### config.mk
export PLATFORM = sky130hd
export DESIGN_NAME = ip_codma_addr_phase
export DESIGN_NICKNAME = d
export VERILOG_FILES = /design/src/rtl/ip_codma_addr_phase.sv
export SDC_FILE = /design/constraint.sdc
export NUM_CORES = 1
export LEC_CHECK = 0
export CAP_MARGIN = 10
export CORE_ASPECT_RATIO = 1.25
export CORE_UTILIZATION = 45
export CTS_CLUSTER_DIAMETER = 80
export DETAILED_ROUTE_END_ITERATION = 8
export DONT_BUFFER_PORTS = 1
export PLACE_DENSITY = 0.59
export SYNTH_ARGS = -nofsm -noshare
export SYNTH_HDL_FRONTEND = slang
export SYNTH_SLANG_ARGS = --single-unit
### constraint.sdc
create_clock -name clk_i -period 5.95 [get_ports clk_i]
set_input_delay 1.19 -clock clk_i [delete_from_list [all_inputs] [get_ports clk_i]]
set_output_delay 1.19 -clock clk_i [all_outputs]
set_load 0.01 [all_outputs]
### src/rtl/ip_codma_addr_phase.sv
// Address-phase controller for the codma engine: takes burst commands, wins the bus,
// issues one address beat per accepted bus cycle and pushes one tracker entry per burst.
module ip_codma_addr_phase #(
   parameter int unsigned NO_OF_AF_BUFFERS = 4,
   parameter int unsigned ADDR_W           = 32
) (
   input  logic              clk_i,
   input  logic              reset_n_i,
   input  logic              req_valid_i,
   output logic              req_ready_o,
   input  logic              req_write_i,
   input  logic [ADDR_W-1:0] req_addr_i,
   input  logic [3:0]        req_len_i,
   output logic              bus_req_o,
   input  logic              bus_gnt_i,
   input  logic              bus_ready_i,
   output logic [ADDR_W-1:0] bus_addr_o,
   output logic [1:0]        bus_trans_o,
   output logic              bus_write_o,
   input  logic [4:0]        tk_count_i,
   output logic              tk_push_o,
   output logic              tk_write_o,
   output logic [1:0]        ap_state_o
);

   localparam int unsigned CNT_W = 4;

   typedef enum logic [1:0] {
      AP_IDLE      = 2'b00,
      AP_BUS_REQ   = 2'b01,
      AP_RD_ACTIVE = 2'b10,
      AP_WR_ACTIVE = 2'b11
   } ap_state_e;

   localparam logic [1:0] TRANS_IDLE   = 2'b00;
   localparam logic [1:0] TRANS_NONSEQ = 2'b10;
   localparam logic [1:0] TRANS_SEQ    = 2'b11;

   ap_state_e         state_q, state_d;
   logic [ADDR_W-1:0] addr_q, addr_d;
   logic              write_q, write_d;
   logic [CNT_W-1:0]  len_q, len_d;
   logic [CNT_W-1:0]  cnt_q, cnt_d;
   logic              first_q, first_d;
   logic              room_c;
   logic              accept_c;

   // Tracker has room for another entry; the tracker count is already registered.
   assign room_c     = (tk_count_i < 5'(NO_OF_AF_BUFFERS));
   assign accept_c   = (state_q == AP_IDLE) && req_valid_i && room_c;
   assign ap_state_o = state_q;

   always_ff @(posedge clk_i) begin
      if (!reset_n_i) begin
         state_q <= AP_IDLE;
         addr_q  <= '0;
         write_q <= 1'b0;
         len_q   <= '0;
         cnt_q   <= '0;
         first_q <= 1'b0;
      end else begin
         state_q <= state_d;
         addr_q  <= addr_d;
         write_q <= write_d;
         len_q   <= len_d;
         cnt_q   <= cnt_d;
         first_q <= first_d;
      end
   end

   always_comb begin
      state_d     = state_q;
      addr_d      = addr_q;
      write_d     = write_q;
      len_d       = len_q;
      cnt_d       = cnt_q;
      first_d     = first_q;
      req_ready_o = 1'b0;
      bus_req_o   = 1'b0;
      bus_addr_o  = addr_q;
      bus_trans_o = TRANS_IDLE;
      bus_write_o = 1'b0;
      tk_push_o   = 1'b0;
      tk_write_o  = 1'b0;

      unique case (state_q)
         AP_IDLE: begin
            req_ready_o = room_c;
            if (accept_c) begin
               addr_d  = req_addr_i & ~ADDR_W'(3);
               write_d = req_write_i;
               len_d   = req_len_i;
               cnt_d   = '0;
               first_d = 1'b1;
               state_d = AP_BUS_REQ;
            end
         end

         AP_BUS_REQ: begin
            bus_req_o = 1'b1;
            if (bus_gnt_i) begin
               state_d = write_q ? AP_WR_ACTIVE : AP_RD_ACTIVE;
            end
         end

         AP_RD_ACTIVE, AP_WR_ACTIVE: begin
            bus_req_o   = 1'b1;
            bus_addr_o  = addr_q + ADDR_W'({cnt_q, 2'b00});
            bus_trans_o = first_q ? TRANS_NONSEQ : TRANS_SEQ;
            bus_write_o = write_q;
            // Grant loss drops the beat; re-arbitrate and restart it as NONSEQ.
            if (!bus_gnt_i) begin
               state_d = AP_BUS_REQ;
               first_d = 1'b1;
            end else if (bus_ready_i) begin
               if (cnt_q == len_q) begin
                  state_d    = AP_IDLE;
                  tk_push_o  = 1'b1;
                  tk_write_o = write_q;
               end else begin
                  cnt_d   = cnt_q + CNT_W'(1);
                  first_d = 1'b0;
               end
            end
         end

         default: state_d = AP_IDLE;
      endcase
   end

endmodule

# Yosys cells after proc, flatten, opt, wreduce, memory -nomap -nowiden
# Cells that the tools add are included.
# op_classes
n_lt_le_gt_ge	1
n_addsub	2
eq_ne	12
reduce_logical	10
mux	31
# ops
op	n
$add 32x6->32	1
$mux 32	1
$mux 1	17
$mux 4	4
$mux 2	6
$ne 2x2->1 const B	5
$ne 3x3->1 const B	3
$pmux 4 s2	1
$reduce_and 4->1	2
$pmux 2 s3	1
$lt 5x3->1 const B	1
$reduce_and 5->1	1
$add 4x1->4 const B	1
$eq 2x2->1 const B	2
$eq 4x4->1	1
$reduce_or 3->1	1
$eq 2x1->1 const B	1
$logic_and 1x1->1	2
$logic_not 2->1	1
$pmux 1 s2	1
$reduce_and 2->1	1
$reduce_bool 2->1	1
$reduce_or 2->1	1
# word_totals
in_bits	47
regBits	42
elab_cells	62

# Depth between registers and ports, before layout
# logic_depth
word_depth	5
mapped_depth	7
depth_no_buf	6

# Least setup slack after synthesis
# Ideal clock, no wire load.
# synth_path
path_kind	register to output
startpoint	register cnt_q[0]
endpoint	output bus_addr_o[22]
path_slack_ns	3.032
path_stages_with_launch	8
arrival_ns	1.728
path_buffers	1
cell_sequence	dfxtp_1 -> ha_1 -> fa_1 -> a21oi_1 -> o21ai_0 -> buf_2 -> nand4_1 -> xnor2_1
# synth_between
elab_chain_cells	2
# synth_lines
item	line_no	text
start, declared	43	logic [CNT_W-1:0] cnt_q, cnt_d;
start signal, assigned	66	cnt_q <= cnt_d;
$add 32x6->32	108	bus_addr_o = addr_q + ADDR_W'({cnt_q, 2'b00});
$mux 32	86	unique case (state_q)
end, declared	17	output logic [ADDR_W-1:0] bus_addr_o,
# No other way between the ends.

# Worst setup path in the final report
# layout_path
startpoint	register state_q[1], in the netlist ap_state_o[1]
endpoint	output bus_addr_o[28]
# layout_between
elab_chain_cells	3
word_cells_on_any_way	4
cone_classes	2 x eq/ne; 1 x mux; 1 x reduce/logical
# layout_lines
item	line_no	text
start, declared	39	ap_state_e state_q, state_d;
start signal, assigned	62	state_q <= state_d;
$eq 2x2->1	86	
$reduce_or 2->1 (*)	86	
$mux 32 (*)	86	
# Every way passes the cells marked *; elsewhere a longest branch is shown, timed or not.

==> run metrics <==
final cycle utilization of the critical path 67.7%; die span in y 86.3 um; Routed WL 5370 um; CP Data Required Time 4.76 ns; setup violators final 0; cts repair resizes 0; fmax 0.248 GHz; grt ovf 0; Primary FF master, synth dfxtp_1; GR met1 Demand/Resource 21.6%; Yosys cell types 43; GR Layer Usage met3 5.12%; Nets 351; family with the most delay on the worst path compound AO/OA/AOI/OAI gates; met2 GRT Util 31.5%; Avg Inst Size Synth 8.21 um2; H-tree depth 2; PD cells 196 mW/mm2; WP buf/inv 0; r2r worst-path depth 5; leakage power 0.928 nW; status finished clean; Max IR drop VDD 0.122 mV; die width 69.5 um; hold endpoint write_q; Mapped Area 0.00256 mm2; vias in the first global route 1,882; Most Used Layer, Global Route met2; CTS max path bufs 2; Arrival @ worst endpoint 2.84 ns; Seq/Total Area, Yosys 32.8%; Slew HR 25.0%; total track usage 18.2%; CTS Root Cell clkbuf_8; Post-DP HPWL 3850 um; hold path startpoint write_q; P&R area growth vs syn 1.71%; Max Transition Viols Final 0; clock skew 0.00473 ns; largest net degree at the start of global routing 48; hold depth 2; drt drc 0; gp weighted congestion 0.728; TritonRoute pass-1 iters 4; final hold vios 0; Final Critical Period 4.03 ns; Synth async-reset ratio 0%; CP endpoint kind output pin; die area 0.00600 mm2; drt wl/cell 14.8 um; Post-Synthesis Cells 312; Routed Antenna Nets 0; EDFF count, synth 0; post-detailed-route via-to-cell ratio 5.64; fraction of synthesized cell area taken by the top area cell type 32.8%; I/O Pins 88; initial antenna violation count 0; port buffer count 0; reg-to-reg endpoint addr_q[7]; clk sinks 42; num rows 30; MaxCap Viol Count 0; Worst path slowest cell o21ai_1; RSZ-0062 raised after global routing no; CP Class reg -> out; 1st-iter DRT viols 65; antenna cells 0; CTS Buf Count 5; crit-path cells nand2_1 -> o21ai_1 -> nand4_1 -> xnor2_1; Initial Utilization 47.1%; area of the core 0.00544 mm2; Worst setup SP type register; Setup Fix Bufs, Post-CTS 0; synth warn 0; first-pass GRT wire length 8780 um; Clock Latency Late Sink 0.29 ns; CTS clock-pin slew for the worst setup and hold paths 0.07 ns; setup slack, reg-to-reg 3.92 ns; CTS tree done; peak fanout along the critical path 19; Hold-fix buffers, CTS 0; Synth area leader dfxtp_1; Seq cells post-synth 42; R2R Path Start ap_state_o[1]; synth top area cells dfxtp_1 (33%), nand2_1 (12%), a21boi_0 (9.1%); Vias 2,048; Hold Path Class reg -> reg; Least-Margin Pin Slew 1.12 ns; Max stage delay on crit path 0.92 ns; fraction of layout cells with a size suffix above 1 7.02%; fin util 47.9%; setup_tns 0 ns
flip-flops by register name, summed over array words and instances, names as in the netlist:
name and count:
ap_state_o 2, write_q 1, first_q 1, cnt_q 4, addr_q 30, len_q 4
worst max-delay path by stage:
stage	from	cells past startpoint	end
after floorplan	cnt_q[0]	7	bus_addr_o[22]
after global placement	ap_state_o[1]	4	bus_addr_o[28]
after detailed placement	ap_state_o[1]	4	bus_addr_o[28]
after CTS	ap_state_o[1]	4	bus_addr_o[28]
after global routing	ap_state_o[1]	4	bus_addr_o[30]
final	ap_state_o[1]	4	bus_addr_o[28]
per-stage QoR:
step           worst slack, ns  cell area [um2]  instances  hold slack (ns)  total power [mW]
2_1_floorplan             3.03             2560        313            0.443             0.330
3_3_place_gp              2.21             2510        355            0.457             0.330
3_5_place_dp              2.19             2510        355            0.468             0.330
4_1_cts                   1.86             2610        363            0.480             0.521
5_1_grt                   1.67             2610        363            0.497             0.534
6_report                  1.92             2610        363            0.470             0.511
cell type report:
| class | count | area [um2] |
|---|---|---|
| multi-input combinational | 241 | 1560 |
| clock inverter | 1 | 5.00 |
| sequential | 42 | 841 |
| timing repair buffer | 2 | 15.0 |
| clock buffer | 7 | 86.3 |
| tap | 64 | 80.1 |
| fill | 567 | 2840 |
| inverter | 6 | 22.5 |
Yosys cell counts, types with 5 or more instances:
| cell | instances |
|---|---|
| and2_1 | 5 |
| and4_1 | 6 |
| inv_1 | 6 |
| nand2_1 | 80 |
| nand3_1 | 9 |
| ha_1 | 5 |
| xnor2_1 | 26 |
| nand4_1 | 16 |
| a21boi_1 | 5 |
| xor2_1 | 6 |
| clkbuf_1 | 10 |
| and3_1 | 7 |
| a21oi_1 | 5 |
| dfxtp_1 | 42 |
| buf_4 | 8 |
| a21boi_0 | 31 |
| nor2_1 | 7 |
routing by layer:
layer	vias to the layer above	wire, um
met4	0	57
li1	1035	-
met5	-	0
met3	5	342
met2	61	2640
met1	947	2330
placed cells by master (no fill, tap or decap), types with 2 or more instances in the layout:
cell and instances:
buf_4 2, mux2_2 3, and4_1 6, inv_1 6, ha_1 5, nand2_1 80
conb_1 2, nand3_1 9, a21oi_1 5, a31oi_1 3, and3_1 7, and2_1 5
a21boi_0 31, clkbuf_8 6, xnor2_1 26, dfxtp_1 42, nor2_1 7, a21boi_1 5
nand3b_1 3, nand4_1 16, and4_4 2, o31ai_1 2, xor2_1 6
logic make-up (layout without fill, tap and decap cells):
family | Yosys count | after routing | share of synthesized area (%)
AND/OR/NAND/NOR | 142 | 142 | 27.5
multiplexers | 3 | 3 | 1.32
buffers and inverters | 30 | 16 | 6.59
flip-flops | 42 | 42 | 32.8
adder cells (fa/ha/maj) | 6 | 6 | 3.22
AO/OA/AOI/OAI | 56 | 56 | 17.5
other | 1 | 2 | 0.146
XOR/XNOR | 32 | 32 | 10.9
worst register-to-register path, cell delays in order (launching register included):
cell      delay [ns]
dfxtp_1         0.57
nor2_1          0.28
and2_1          0.51
buf_4           0.35
nand2_1         0.08
a21boi_0        0.16
report_power, final:
group          switching [mW]  internal, mW
Combinational          0.0161        0.0127
Sequential            0.00722         0.287
Clock                  0.0947        0.0937
No activity file was read; power rests on OpenSTA's default activity.
